### config.mk
export PLATFORM = sky130hd
export DESIGN_NAME = priority_mixer
export DESIGN_NICKNAME = d
export VERILOG_FILES = /design/src/rtl/priority_mixer.sv
export SDC_FILE = /design/constraint.sdc
export NUM_CORES = 1
export LEC_CHECK = 0
export ABC_CLOCK_PERIOD_IN_PS = 9020
export BUFFER_PORTS_ARGS = -buffer_cell sky130_fd_sc_hd__buf_4
export CORE_MARGIN = 3
export CORE_UTILIZATION = 50
export CTS_CLUSTER_DIAMETER = 80
export DETAILED_ROUTE_END_ITERATION = 8
export GPL_ROUTABILITY_DRIVEN = 0
export PLACE_DENSITY = 0.69
export SYNTH_ARGS = -nofsm -noshare
export SYNTH_HDL_FRONTEND = slang
export SYNTH_SLANG_ARGS = --single-unit
export TNS_END_PERCENT = 50
### constraint.sdc
create_clock -name clk -period 9.02 [get_ports clk]
set_input_delay 0.451 -clock clk [delete_from_list [all_inputs] [get_ports clk]]
set_output_delay 0.451 -clock clk [all_outputs]
set_load 0.05 [all_outputs]
### src/rtl/priority_mixer.sv
// priority_mixer: layer priority mixer with a 16-entry CPU register file.
// Two-stage pixel pipeline advanced on ce_pixel. Stage 1 latches each layer's
// colour and effective priority. Stage 2 picks the winner, or the backdrop
// when no layer has a priority.
module priority_mixer (
    input  logic        clk,
    input  logic        reset,
    input  logic        ce_pixel,
    input  logic [7:0]  Din,
    output logic [7:0]  Dout,
    input  logic [3:0]  VA,
    input  logic        RWn,
    input  logic        CSn,
    output logic        DACKn,
    input  logic [14:0] BG0,
    input  logic [14:0] BG1,
    input  logic [14:0] FG0,
    input  logic [13:0] OB,
    input  logic        HSYn_in,
    input  logic        VSYn_in,
    output logic [14:0] SC,
    output logic        HSYn,
    output logic        VSYn
);

    logic [7:0]  r_regs [16];
    logic [7:0]  r_dout;
    logic        r_csn_d;
    logic        r_dackn;

    logic [13:0] r_s1_bg0, r_s1_bg1, r_s1_fg0;
    logic [11:0] r_s1_ob;
    logic [3:0]  r_s1_bg0_pri, r_s1_bg1_pri, r_s1_fg0_pri, r_s1_ob_pri;
    logic        r_s1_hsyn, r_s1_vsyn;

    logic [14:0] r_sc;
    logic        r_hsyn, r_vsyn;

    logic        w_access;
    logic [3:0]  w_bg0_pri, w_bg1_pri, w_fg0_pri, w_ob_pri, w_ob_nib;
    logic [3:0]  w_best;
    logic [14:0] w_sc_next;
    logic        w_unused_bits;

    // An access starts only on a genuine high-to-low CSn transition; the
    // history resets to 0 so a CSn held low through reset never qualifies.
    assign w_access = ~CSn & r_csn_d;

    // Bit 14 of the tile inputs is not forwarded to SC.
    assign w_unused_bits = ^{BG0[14], BG1[14], FG0[14]};

    // CPU side: edge history, register write/read and acknowledge.
    always_ff @(posedge clk or posedge reset) begin
        if (reset) begin
            for (int i = 0; i < 16; i++) r_regs[i] <= 8'h00;
            r_dout  <= 8'h00;
            r_csn_d <= 1'b0;
            r_dackn <= 1'b1;
        end else begin
            r_csn_d <= CSn;
            if (w_access) begin
                if (RWn) r_dout <= r_regs[VA];
                else     r_regs[VA] <= Din;
            end
            if (CSn)           r_dackn <= 1'b1;
            else if (w_access) r_dackn <= 1'b0;
        end
    end

    // DACKn is released combinationally so it is never low while CSn is high.
    assign DACKn = r_dackn | CSn;
    assign Dout  = r_dout;

    // Sprite priority nibble chosen by the sprite's priority group.
    always_comb begin
        w_ob_nib = 4'h0;
        case (OB[13:12])
            2'd0: w_ob_nib = r_regs[1][3:0];
            2'd1: w_ob_nib = r_regs[1][7:4];
            2'd2: w_ob_nib = r_regs[2][3:0];
            2'd3: w_ob_nib = r_regs[2][7:4];
            default: w_ob_nib = 4'h0;
        endcase
    end

    assign w_bg0_pri = (BG0[3:0] != 4'h0 && r_regs[4][0]) ? r_regs[0][3:0] : 4'h0;
    assign w_bg1_pri = (BG1[3:0] != 4'h0 && r_regs[4][1]) ? r_regs[0][7:4] : 4'h0;
    assign w_fg0_pri = (FG0[3:0] != 4'h0 && r_regs[4][2]) ? r_regs[3][3:0] : 4'h0;
    assign w_ob_pri  = (OB[3:0]  != 4'h0 && r_regs[4][3]) ? w_ob_nib       : 4'h0;

    // Winner select: later layers take ties, giving sprite > FG0 > BG1 > BG0.
    always_comb begin
        w_best    = 4'h0;
        w_sc_next = 15'h4000;
        if (r_s1_bg0_pri != 4'h0) begin
            w_best    = r_s1_bg0_pri;
            w_sc_next = {1'b0, r_s1_bg0};
        end
        if (r_s1_bg1_pri != 4'h0 && r_s1_bg1_pri >= w_best) begin
            w_best    = r_s1_bg1_pri;
            w_sc_next = {1'b0, r_s1_bg1};
        end
        if (r_s1_fg0_pri != 4'h0 && r_s1_fg0_pri >= w_best) begin
            w_best    = r_s1_fg0_pri;
            w_sc_next = {1'b0, r_s1_fg0};
        end
        if (r_s1_ob_pri != 4'h0 && r_s1_ob_pri >= w_best) begin
            w_best    = r_s1_ob_pri;
            w_sc_next = {3'b000, r_s1_ob};
        end
    end

    // Pixel pipeline: both stages advance only on ce_pixel.
    always_ff @(posedge clk or posedge reset) begin
        if (reset) begin
            r_s1_bg0     <= '0;
            r_s1_bg1     <= '0;
            r_s1_fg0     <= '0;
            r_s1_ob      <= '0;
            r_s1_bg0_pri <= '0;
            r_s1_bg1_pri <= '0;
            r_s1_fg0_pri <= '0;
            r_s1_ob_pri  <= '0;
            r_s1_hsyn    <= 1'b1;
            r_s1_vsyn    <= 1'b1;
            r_sc         <= 15'h4000;
            r_hsyn       <= 1'b1;
            r_vsyn       <= 1'b1;
        end else if (ce_pixel) begin
            r_s1_bg0     <= BG0[13:0];
            r_s1_bg1     <= BG1[13:0];
            r_s1_fg0     <= FG0[13:0];
            r_s1_ob      <= OB[11:0];
            r_s1_bg0_pri <= w_bg0_pri;
            r_s1_bg1_pri <= w_bg1_pri;
            r_s1_fg0_pri <= w_fg0_pri;
            r_s1_ob_pri  <= w_ob_pri;
            r_s1_hsyn    <= HSYn_in;
            r_s1_vsyn    <= VSYn_in;
            r_sc         <= w_sc_next;
            r_hsyn       <= r_s1_hsyn;
            r_vsyn       <= r_s1_vsyn;
        end
    end

    assign SC   = r_sc;
    assign HSYn = r_hsyn;
    assign VSYn = r_vsyn;

endmodule

# Word level (Yosys, flattened, before mapping)
# Cells that the tools add are included.
# Widths: inputs -> output; s select.
[classes] mux=20 n_lt_le_gt_ge=5 n_bitwise=5 n_reduce_logical=20 n_eq_ne=3
[ops] operator="$bwmux 128" count=1
[ops] operator="$mux 15" count=4
[ops] operator="$bmux 8 s4" count=1
[ops] operator="$demux 8 s4" count=1
[ops] operator="$reduce_bool 4->1" count=8
[ops] operator="$mux 4" count=7
[ops] operator="$mux 8" count=3
[ops] operator="$pmux 4 s4" count=1
[ops] operator="$ge 4x4->1" count=3
[ops] operator="$logic_and 1x1->1" count=8
[ops] operator="$ge 5x5->1 const B" count=1
[ops] operator="$lt 5x1->1 const B" count=1
[ops] operator="$not 4->5" count=1
[ops] operator="$eq 2x2->1 const B" count=2
[ops] operator="$reduce_and 2->1" count=2
[ops] operator="$eq 2x1->1 const B" count=1
[ops] operator="$logic_not 2->1" count=1
[ops] operator="$mux 1" count=2
[ops] operator="$not 1->1" count=2
[ops] operator="$reduce_bool 2->1" count=1
[ops] operator="$and 1x1->1" count=1
[ops] operator="$or 1x1->1" count=1
[word_totals] ff_bits=227 word_cells=85 input_bits=78 out_inout_bits=26

# Logic depth before layout (Yosys ltp)
# Gate-level depths: netlist of the first run.
[depth] word_depth=11 depth_mapped=21 mapped_depth_nobuf=17

# Worst setup path after synthesis of the first run
# OpenSTA, ideal clock, no wires.
[synth_timing] path_type="reg2reg" from="register r_s1_bg0_pri[0]" to="register r_sc[1] (netlist: SC[1])" slack_ps=4411 setup_ps=95 synth_period_minus_slack_ps=4609 t_required_ps=8925 path_buffers=5 arrival_time_ps=4514 path_stages_with_launch=21 path_cell_list="dfrtp_1 clkbuf_1 ha_1 nand2b_1 a2111o_1 and3_1 buf_6 o21ai_0 ha_1 o21ai_0 a211o_1 buf_2 clkbuf_1 a22o_1 ha_1 nand2b_1 a2111oi_0 nor3_1 nand2b_1 buf_2 o31ai_1"
[synth_between] elab_chain_len=11 word_cells_on_any_way=14 cone_classes="order compare (3); mux (7); reduce/logical (4)"
[synth_rtl] element="from (decl)" line="33" rtl="logic [3:0] r_s1_bg0_pri, r_s1_bg1_pri, r_s1_fg0_pri, r_s1_ob_pri;"
[synth_rtl] element="from (signal assigned)" line="134" rtl="r_s1_bg0_pri <= w_bg0_pri;"
[synth_rtl] element="$reduce_bool 4->1" line="95" rtl="if (r_s1_bg0_pri != 4'h0) begin"
[synth_rtl] element="$mux 4" line="95"
[synth_rtl] element="$ge 4x4->1" line="99" rtl="if (r_s1_bg1_pri != 4'h0 && r_s1_bg1_pri >= w_best) begin"
[synth_rtl] element="$logic_and 1x1->1" line="99"
[synth_rtl] element="$mux 4" line="99"
[synth_rtl] element="$ge 4x4->1" line="103" rtl="if (r_s1_fg0_pri != 4'h0 && r_s1_fg0_pri >= w_best) begin"
[synth_rtl] element="$logic_and 1x1->1" line="103"
[synth_rtl] element="$mux 4" line="103"
[synth_rtl] element="$ge 4x4->1" line="107" rtl="if (r_s1_ob_pri != 4'h0 && r_s1_ob_pri >= w_best) begin"
[synth_rtl] element="$logic_and 1x1->1" line="107"
[synth_rtl] element="$mux 15 *" line="107"
[synth_rtl] element="to (signal assigned)" line="140" rtl="r_sc <= w_sc_next;"
[synth_rtl] element="to (decl)" line="36" rtl="logic [14:0] r_sc;"
# Mark *: on every way between the ends. The rest lies on a longest branch, timed or not.
# A chain may end at the register's enable or synchronous reset.

# Worst setup path after layout of the first run
[layout_timing] from="register r_s1_bg1_pri[0]" to="register r_sc[13] (netlist: SC[13])"
[layout_between] elab_chain_len=9 word_cells_on_any_way=12 cone_classes="order compare (3); mux (5); reduce/logical (4)"
[layout_rtl] element="from (decl)" line="33"
[layout_rtl] element="from (signal assigned)" line="135" rtl="r_s1_bg1_pri <= w_bg1_pri;"
[layout_rtl] element="$ge 4x4->1 or $reduce_bool 4->1 (tied branches)" line="99"
[layout_rtl] element="$logic_and 1x1->1" line="99"
[layout_rtl] element="$mux 4" line="99"
[layout_rtl] element="$ge 4x4->1" line="103"
[layout_rtl] element="$logic_and 1x1->1" line="103"
[layout_rtl] element="$mux 4" line="103"
[layout_rtl] element="$ge 4x4->1" line="107"
[layout_rtl] element="$logic_and 1x1->1" line="107"
[layout_rtl] element="$mux 15 *" line="107"
# Marks and branches as above.

==> metrics.md, run 1 <==
| Metric | Value |
|---|---|
| Status | finished, final reports clean |
| FF-to-FF setup slack | a little under 3000 ps |
| Fin Hold WS | roughly 67 ps |
| ANT nets after route | 0 |
| Post-Syn Instances | approximately 740 |
| FF-to-FF End | SC[13]$_DFFE_PP0P_ |
| Unrepaired setup endpoints after global routing | false |
| Total track usage | 0.214 |
| Startpoint Class | register |
| Crit Path Max Fanout | 19 |
| Max-Cap Viols | 0 |
| Avg Inst Size Synth | between 10 and 15 sq um |
| EDFF count, synth | 0 |
| Normalized max-slew margin | 0.219 |
| # rows | 52 |
| Clk pin slew, worst setup/hold paths | 60 ps |
| Final Cycle Share | 0.676 |
| Setup crit end kind | register |
| Slowest stage delay, CP | about 720 ps |
| Hold_buf cts | 0 |
| Resize count post-CTS | 0 |
| Worst r2r src | r_s1_bg1_pri[0]$_DFFE_PP0P_ |
| Final setup viols | 0 |
| H-tree depth | 1 |
| Largest net degree at the start of global routing | approximately 160 |
| Postcts setup bufs | 0 |
| Port Buffers | 100 |
| CP Data Arrival Time | ~6500 ps |
| Dpl hpwl | 16100 microns |
| Initial Util | 0.513 |
| Nets | just over 900 |
| HP Class | in2reg |
| Via count | between 6000 and 7000 |
| Post-Syn Nets | around 830 |
| Initial DRC count | around 460 |
| Ratio of cells with drive above 1 in the final layout | 0.485 |
| Chip height | ~150 microns |
| Crit path required time | between 9000 and 10000 ps |
| Place WS | a little under 3000 ps |
| FMAX | 164 MHz |
| DR WL/cell | between 20 and 25 microns |
| DRC Markers | 0 |
| Synth Warn # | 0 |
| Async SR Flop Fraction | 1.00 |
| Clock Tree Root | clkbuf_16 |
| Crit path depth | 16 |
| Critical path buffer and inverter count | 2 |
| Crit path to | SC[13]$_DFFE_PP0P_ |
| Count of different cell masters after synthesis | 44 |
| Worst R2R Path Depth | 16 |
| Vias per cell | 5.88 |
| CP Launch Point | r_s1_bg1_pri[0]$_DFFE_PP0P_ |
| Max Slew Vio Count | 0 |
| Lkg Pwr | roughly 5.5 nW |
| CP delay by family, top | compound AO/OA/AOI/OAI gates |
| First-pass GRT wire length | roughly 38000 microns |
| Area growth syn-to-layout | 16.8% |
| Clock Tree Buf Depth | 3 |
| Power Density | ~230 mW/mm^2 |
| WS Path Type | reg2reg |
| Yosys reg bits | between 200 and 250 |
| Die Wd | roughly 150 microns |
| Fin worst setup slack | between 2000 and 3000 ps |
| DRT Pass-1 Iters | 6 |
| Total grt overflow | 0 |
| Setup tns final | 0 ps |
| Num CTS Buffers | 25 |
| Fin. Hold Viols | 0 |
| Sequential share of the synthesized area | 0.543 |
| Vias in the first global route | a little under 7000 |
| Antenna violations before repair | 0 |
| Worst path cell trace | inv_1, ha_1, nand2b_1, a2111o_1, and3_1, o21ai_0, ha_1, o21ai_0, a211o_1, mux2_2, ha_1, a2111oi_0, nor3_1, buf_4, nand2b_1, o32ai_1 |
| CTS tree | done |
| Total Wirelength | between 20000 and 25000 microns |
| Worst Min Path Start | CSn |
| Synth Flop Type | dfrtp_1 |
| Slew @ Worst Pin | 1170 ps |
| Placeable Area | 0.0204 sq mm |
| I/O pin cnt | 104 |
| Worst path most repeated cell | ha_1 |
| N_diodes | 0 |
| Die ar. | between 0.02 and 0.025 sq mm |
| Tmin final | around 6000 ps |
| Final Skew | 19.7 ps |
| Clock Sink Count | 227 |
| Clk_lat worst skew | ~530 ps |
| Slowest CP cell | a211o_1 |
| VDD IR max | 0.160 mV |
| Post-Syn Area | approximately 0.010 sq mm |
-- Yosys cell counts, types with 2 or more instances --
library cell | n | area share
nand3b_1 | 2 | 0.0014
dfstp_2 | 6 | 0.015
nor4_1 | 6 | 0.0036
and3_1 | 3 | 0.0018
a221oi_1 | 5 | 0.0042
a31oi_1 | 12 | 0.0072
o21ai_0 | 15 | 0.0072
inv_1 | 28 | 0.010
mux2_2 | 197 | 0.21
buf_1 | 5 | 0.0018
nand3_1 | 6 | 0.0029
nand2_1 | 23 | 0.0082
nor3_1 | 10 | 0.0048
nor2_2 | 6 | 0.0036
o21a_1 | 3 | 0.0022
buf_6 | 5 | 0.0054
a221oi_2 | 9 | 0.013
mux4_2 | 36 | 0.077
nor3_2 | 2 | 0.0019
buf_4 | 2 | 0.0014
mux2i_1 | 10 | 0.0096
ha_1 | 12 | 0.014
nor2_1 | 21 | 0.0075
a221o_1 | 8 | 0.0076
o22ai_1 | 4 | 0.0024
nor2b_1 | 14 | 0.0084
dfrtp_1 | 221 | 0.53
nand2b_1 | 6 | 0.0036
o31ai_1 | 12 | 0.0086
o32ai_1 | 3 | 0.0025
buf_2 | 6 | 0.0029
clkbuf_1 | 27 | 0.0097
-- metal layers --
metal  vias up  GRT usage  wire length (microns)
met5         -          0                      0
met2       148      0.359                  12100
met3        27     0.0283                   1220
met4         0     0.0413                    370
met1      3427      0.302                  10300
li1       2924          -                      -
-- registers in the layout, summed over array words and instances (netlist names) --
name / flops
r_s1_ob_pri: 4
r_s1_fg0: 14
VSYn: 1
r_csn_d: 1
r_s1_hsyn: 1
HSYn: 1
SC: 15
r_s1_bg1: 14
r_s1_fg0_pri: 4
r_s1_bg0: 14
r_s1_bg1_pri: 4
Dout: 8
r_regs: 128
r_s1_vsyn: 1
r_dackn: 1
r_s1_ob: 12
r_s1_bg0_pri: 4
-- cells by family after synthesis --
| logic type | after synthesis | share of synthesized area |
|---|---|---|
| mux | 243 | 0.299 |
| flops | 227 | 0.543 |
| simple gates | 103 | 0.0511 |
| compound gates | 79 | 0.0614 |
| buf+inv | 73 | 0.0312 |
| fa+ha+maj | 12 | 0.0143 |
-- per-stage QoR --
step / util / cells / cell area, sq um / total power, mW
3_5_place_dp: 0.557 / 1066 / 11400 / 1.82
3_3_place_gp: 0.557 / 1066 / 11400 / 1.79
5_1_grt: 0.599 / 1109 / 12200 / 2.95
2_1_floorplan: - / 737 / 10500 / 1.64
4_1_cts: 0.599 / 1109 / 12200 / 2.86
6_report: 0.599 / 1109 / 12200 / 2.84
-- report_power, final --
part / internal, mW / switching [mW] / total, mW
clock: 0.631 / 0.404 / 1.03
combinational: 0.250 / 0.310 / 0.560
sequential: 1.16 / 0.0828 / 1.24
-- worst register-to-register path, stage by stage, from the launching register on --
cell and delay, ps:
dfrtp_1 370, inv_1 100, ha_1 230, nand2b_1 140, a2111o_1 480, and3_1 520
o21ai_0 440, ha_1 290, o21ai_0 350, a211o_1 720, mux2_2 420, ha_1 270
a2111oi_0 400, nor3_1 90, buf_4 220, nand2b_1 520, o32ai_1 430
-- cell usage in the layout (no fill, tap or decap), types with 6 or more instances in the layout --
cell	count
o21ai_0	15
mux2_2	197
nand2b_1	6
nand3_1	6
dfstp_2	6
inv_1	27
nor2b_1	14
mux4_2	36
clkbuf_8	8
buf_4	104
a31oi_1	12
dfrtp_1	221
o31ai_1	12
nor3_1	10
mux2i_1	10
ha_1	12
nor2_1	21
clkbuf_16	25
nor4_1	6
nor2_2	6
a221oi_2	9
nand2_1	23
a221o_1	8
-- final cells by class --
| type | instances | area, sq um |
|---|---|---|
| Fill cell | 1611 | 8190 |
| Timing Repair Buffer | 104 | 781 |
| Clock inverter | 9 | 114 |
| Clock buffer | 34 | 739 |
| Inverter | 28 | 113 |
| Multi-Input combinational cell | 437 | 4460 |
| Tap cell | 270 | 338 |
| Sequential cell | 227 | 5690 |
-- how the worst min path moves through the flow --
stage               cells after the start                     endpoint  slack [ps]
CTS                                     1            r_csn_d$_DFF_PP0_          50
finish                                  1            r_csn_d$_DFF_PP0_          70
global placement                        2           SC[14]$_DFFE_PP1P_         480
detailed placement                      2           SC[14]$_DFFE_PP1P_         480
global route                            1            r_csn_d$_DFF_PP0_          60
floorplan                               2  r_s1_fg0_pri[0]$_DFFE_PP0P_         460
No activity file was read; power rests on OpenSTA's default activity.
==> run 2, diff against run 1 <==
ABC_CLOCK_PERIOD_IN_PS = 5300   (was 9020)
PLACE_DENSITY = 0.72   (was 0.69)
clock period = 5.3 ns   (was 9.02 ns; I/O delays follow)
==> metrics.md, run 2 (synthesis gave the netlist of run 1 again) <==
| Metric | Value |
|---|---|
| Final Cycle Share | 0.908 |
| Placeable Area | 0.0204 sq mm |
| Status | finished with violations |
| Worst path cell trace | inv_1, ha_1, nand2b_1, a2111o_1, and3_1, o21ai_0, ha_1, o21ai_0, a211o_2, mux2_2, ha_1, a2111oi_0, nor3_1, nand2b_2, o31ai_1 |
| PnR Total Power | about 4.9 mW |
| Commonest non-fill, non-tap cell in the layout | dfrtp_1 |
| Setup crit end kind | register |
| Number of flip-flops in the largest register | between 100 and 150 |
| Num CTS Buffers | 26 |
| Setup tns final | 0 ps |
| Normalized max-slew margin | 0.249 |
| Total track usage | 0.227 |
| Clock Sink Count | about 230 |
| CP Data Arrival Time | around 5200 ps |
| Chip height | 151 microns |
| Total Wirelength | approximately 26000 microns |
| Vias in the first global route | between 7000 and 8000 |
| Clk pin slew, worst setup/hold paths | ~60 ps |
| Placement-stage cell area | roughly 0.011 sq mm |
| Slew @ Worst Pin | between 1000 and 1500 ps |
| Power Density | around 380 mW/mm^2 |
| Initial Util | 0.513 |
| H-tree depth | 1 |
| Slowest stage delay, CP | between 400 and 500 ps |
| CTS tree | done |
| Die Wd | approximately 150 microns |
| DRC Markers | 0 |
| Nets | roughly 970 |
| VDD IR max | 0.287 mV |
| Die ar. | around 0.023 sq mm |
| Most frequent cells in the layout | dfrtp_1, mux2_2, buf_4 |
| Largest net degree at the start of global routing | around 160 |
| Crit path required time | between 5000 and 6000 ps |
| Lkg Pwr | 5.79 nW |
| Slowest CP cell | a2111o_1 |
| Final Skew | 25.8 ps |
| HP Class | in2async |
| Vias per cell | 5.87 |
| Antenna violations before repair | 0 |
| Crit Path Max Fanout | 15 |
| Design Area, Final | roughly 0.013 sq mm |
| Fillers | approximately 1500 |
| Multi-input logic area | approximately 0.0045 sq mm |
| Startpoint Class | register |
| Via count | 6903 |
| WS Path Type | reg2reg |
| FF+latch area | approximately 0.0057 sq mm |
| Fin Hold WS | -67.1 ps |
| Worst path most repeated cell | ha_1 |
| Ratio of cells with drive above 1 in the final layout | 0.456 |
| DRT Pass-1 Iters | 5 |
| # rows | 52 |
| Unrepaired setup endpoints after global routing | false |
| Violated checks | hold timing |
| Clock Tree Root | clkbuf_16 |
| DR WL/cell | 21.7 microns |
| Area growth syn-to-layout | 22.9% |
| Total grt overflow | 0 |
| Port Buffers | 100 |
| Max Slew Vio Count | 0 |
| Initial DRC count | about 370 |
| First-pass GRT wire length | around 40000 microns |
| Clock Tree Buf Depth | 3 |
| Fin. Hold Viols | 24 |
| FMAX | 208 MHz |
| I/O pin cnt | about 100 |
| Tmin final | 4810 ps |
| Final setup viols | 0 |
| Max-Cap Viols | 0 |
| Dpl hpwl | around 16000 microns |
| Clk_lat worst skew | 540 ps |
| ANT nets after route | 0 |
| Biggest register | r_regs |
-- run 2: final cells by class --
class                      instances  area share
timing repair buffer             164       0.108
tap                              270      0.0262
multi-input combinational        437       0.347
inverter                          28     0.00846
clock inverter                    14      0.0140
sequential                       227       0.442
antenna                            1    0.000194
clock buffer                      34      0.0544
-- run 2: worst max-delay path, delay by kind of cell, from the launching register on --
kind            cells  cell delay [ps]
mux                 1              370
simple gates        4              880
flops               1              380
buf+inv             1              100
compound gates      6             2200
fa+ha+maj           3              780
-- run 2: routing by layer --
layer  up-vias  global-route usage  part of all wire
li1       3036                   -                 -
met1      3600               0.313              0.42
met2       222               0.375              0.50
met3        45              0.0358             0.054
met4         0              0.0653             0.026
met5         -                   0                 0
-- run 2: final timing paths --
path	from	endpoint	slack, ps	cells after the start
max in group asynchronous	reset	r_s1_bg1[11]$_DFFE_PP0P_	4000	4
worst min-delay path	reset	r_s1_bg0_pri[2]$_DFFE_PP0P_	-70	3
worst min register to register	SC[14]$_DFFE_PP1P_	SC[14]$_DFFE_PP1P_	490	2
worst max register to register	r_s1_bg1_pri[0]$_DFFE_PP0P_	SC[4]$_DFFE_PP0P_	490	15
worst max-delay path	r_s1_bg1_pri[0]$_DFFE_PP0P_	SC[4]$_DFFE_PP0P_	490	15
min in group clk	Din[5]	r_regs[85]$_DFFE_PP0P_	130	2
-- run 2: timing repair --
| action | 4_1_cts | 5_1_grt |
|---|---|---|
| hold buffers | 57 | 0 |
| hold endpoints to repair | 58 | 0 |
| gates resized for setup | 0 | 2 |
| buffers inserted | 0 | 0 |
| endpoints found under the setup margin | 0 | 15 |
-- run 2: power by group --
group / internal [mW] / switching (mW)
Combinational: 0.458 / 0.545
Sequential: 1.97 / 0.146
Clock: 1.09 / 0.726
Total: 3.52 / 1.42
-- run 2: through the flow --
step | hold WS (ps) | std cells | worst slack, ps | utilization
floorplan | 296 | 737 | 691 | -
global placement | 417 | 1069 | 339 | 0.559
detailed placement | 417 | 1069 | 177 | 0.559
CTS | 44.5 | 1174 | 170 | 0.630
global route | 75.8 | 1174 | 16.9 | 0.630
finish | -67.1 | 1175 | 489 | 0.630
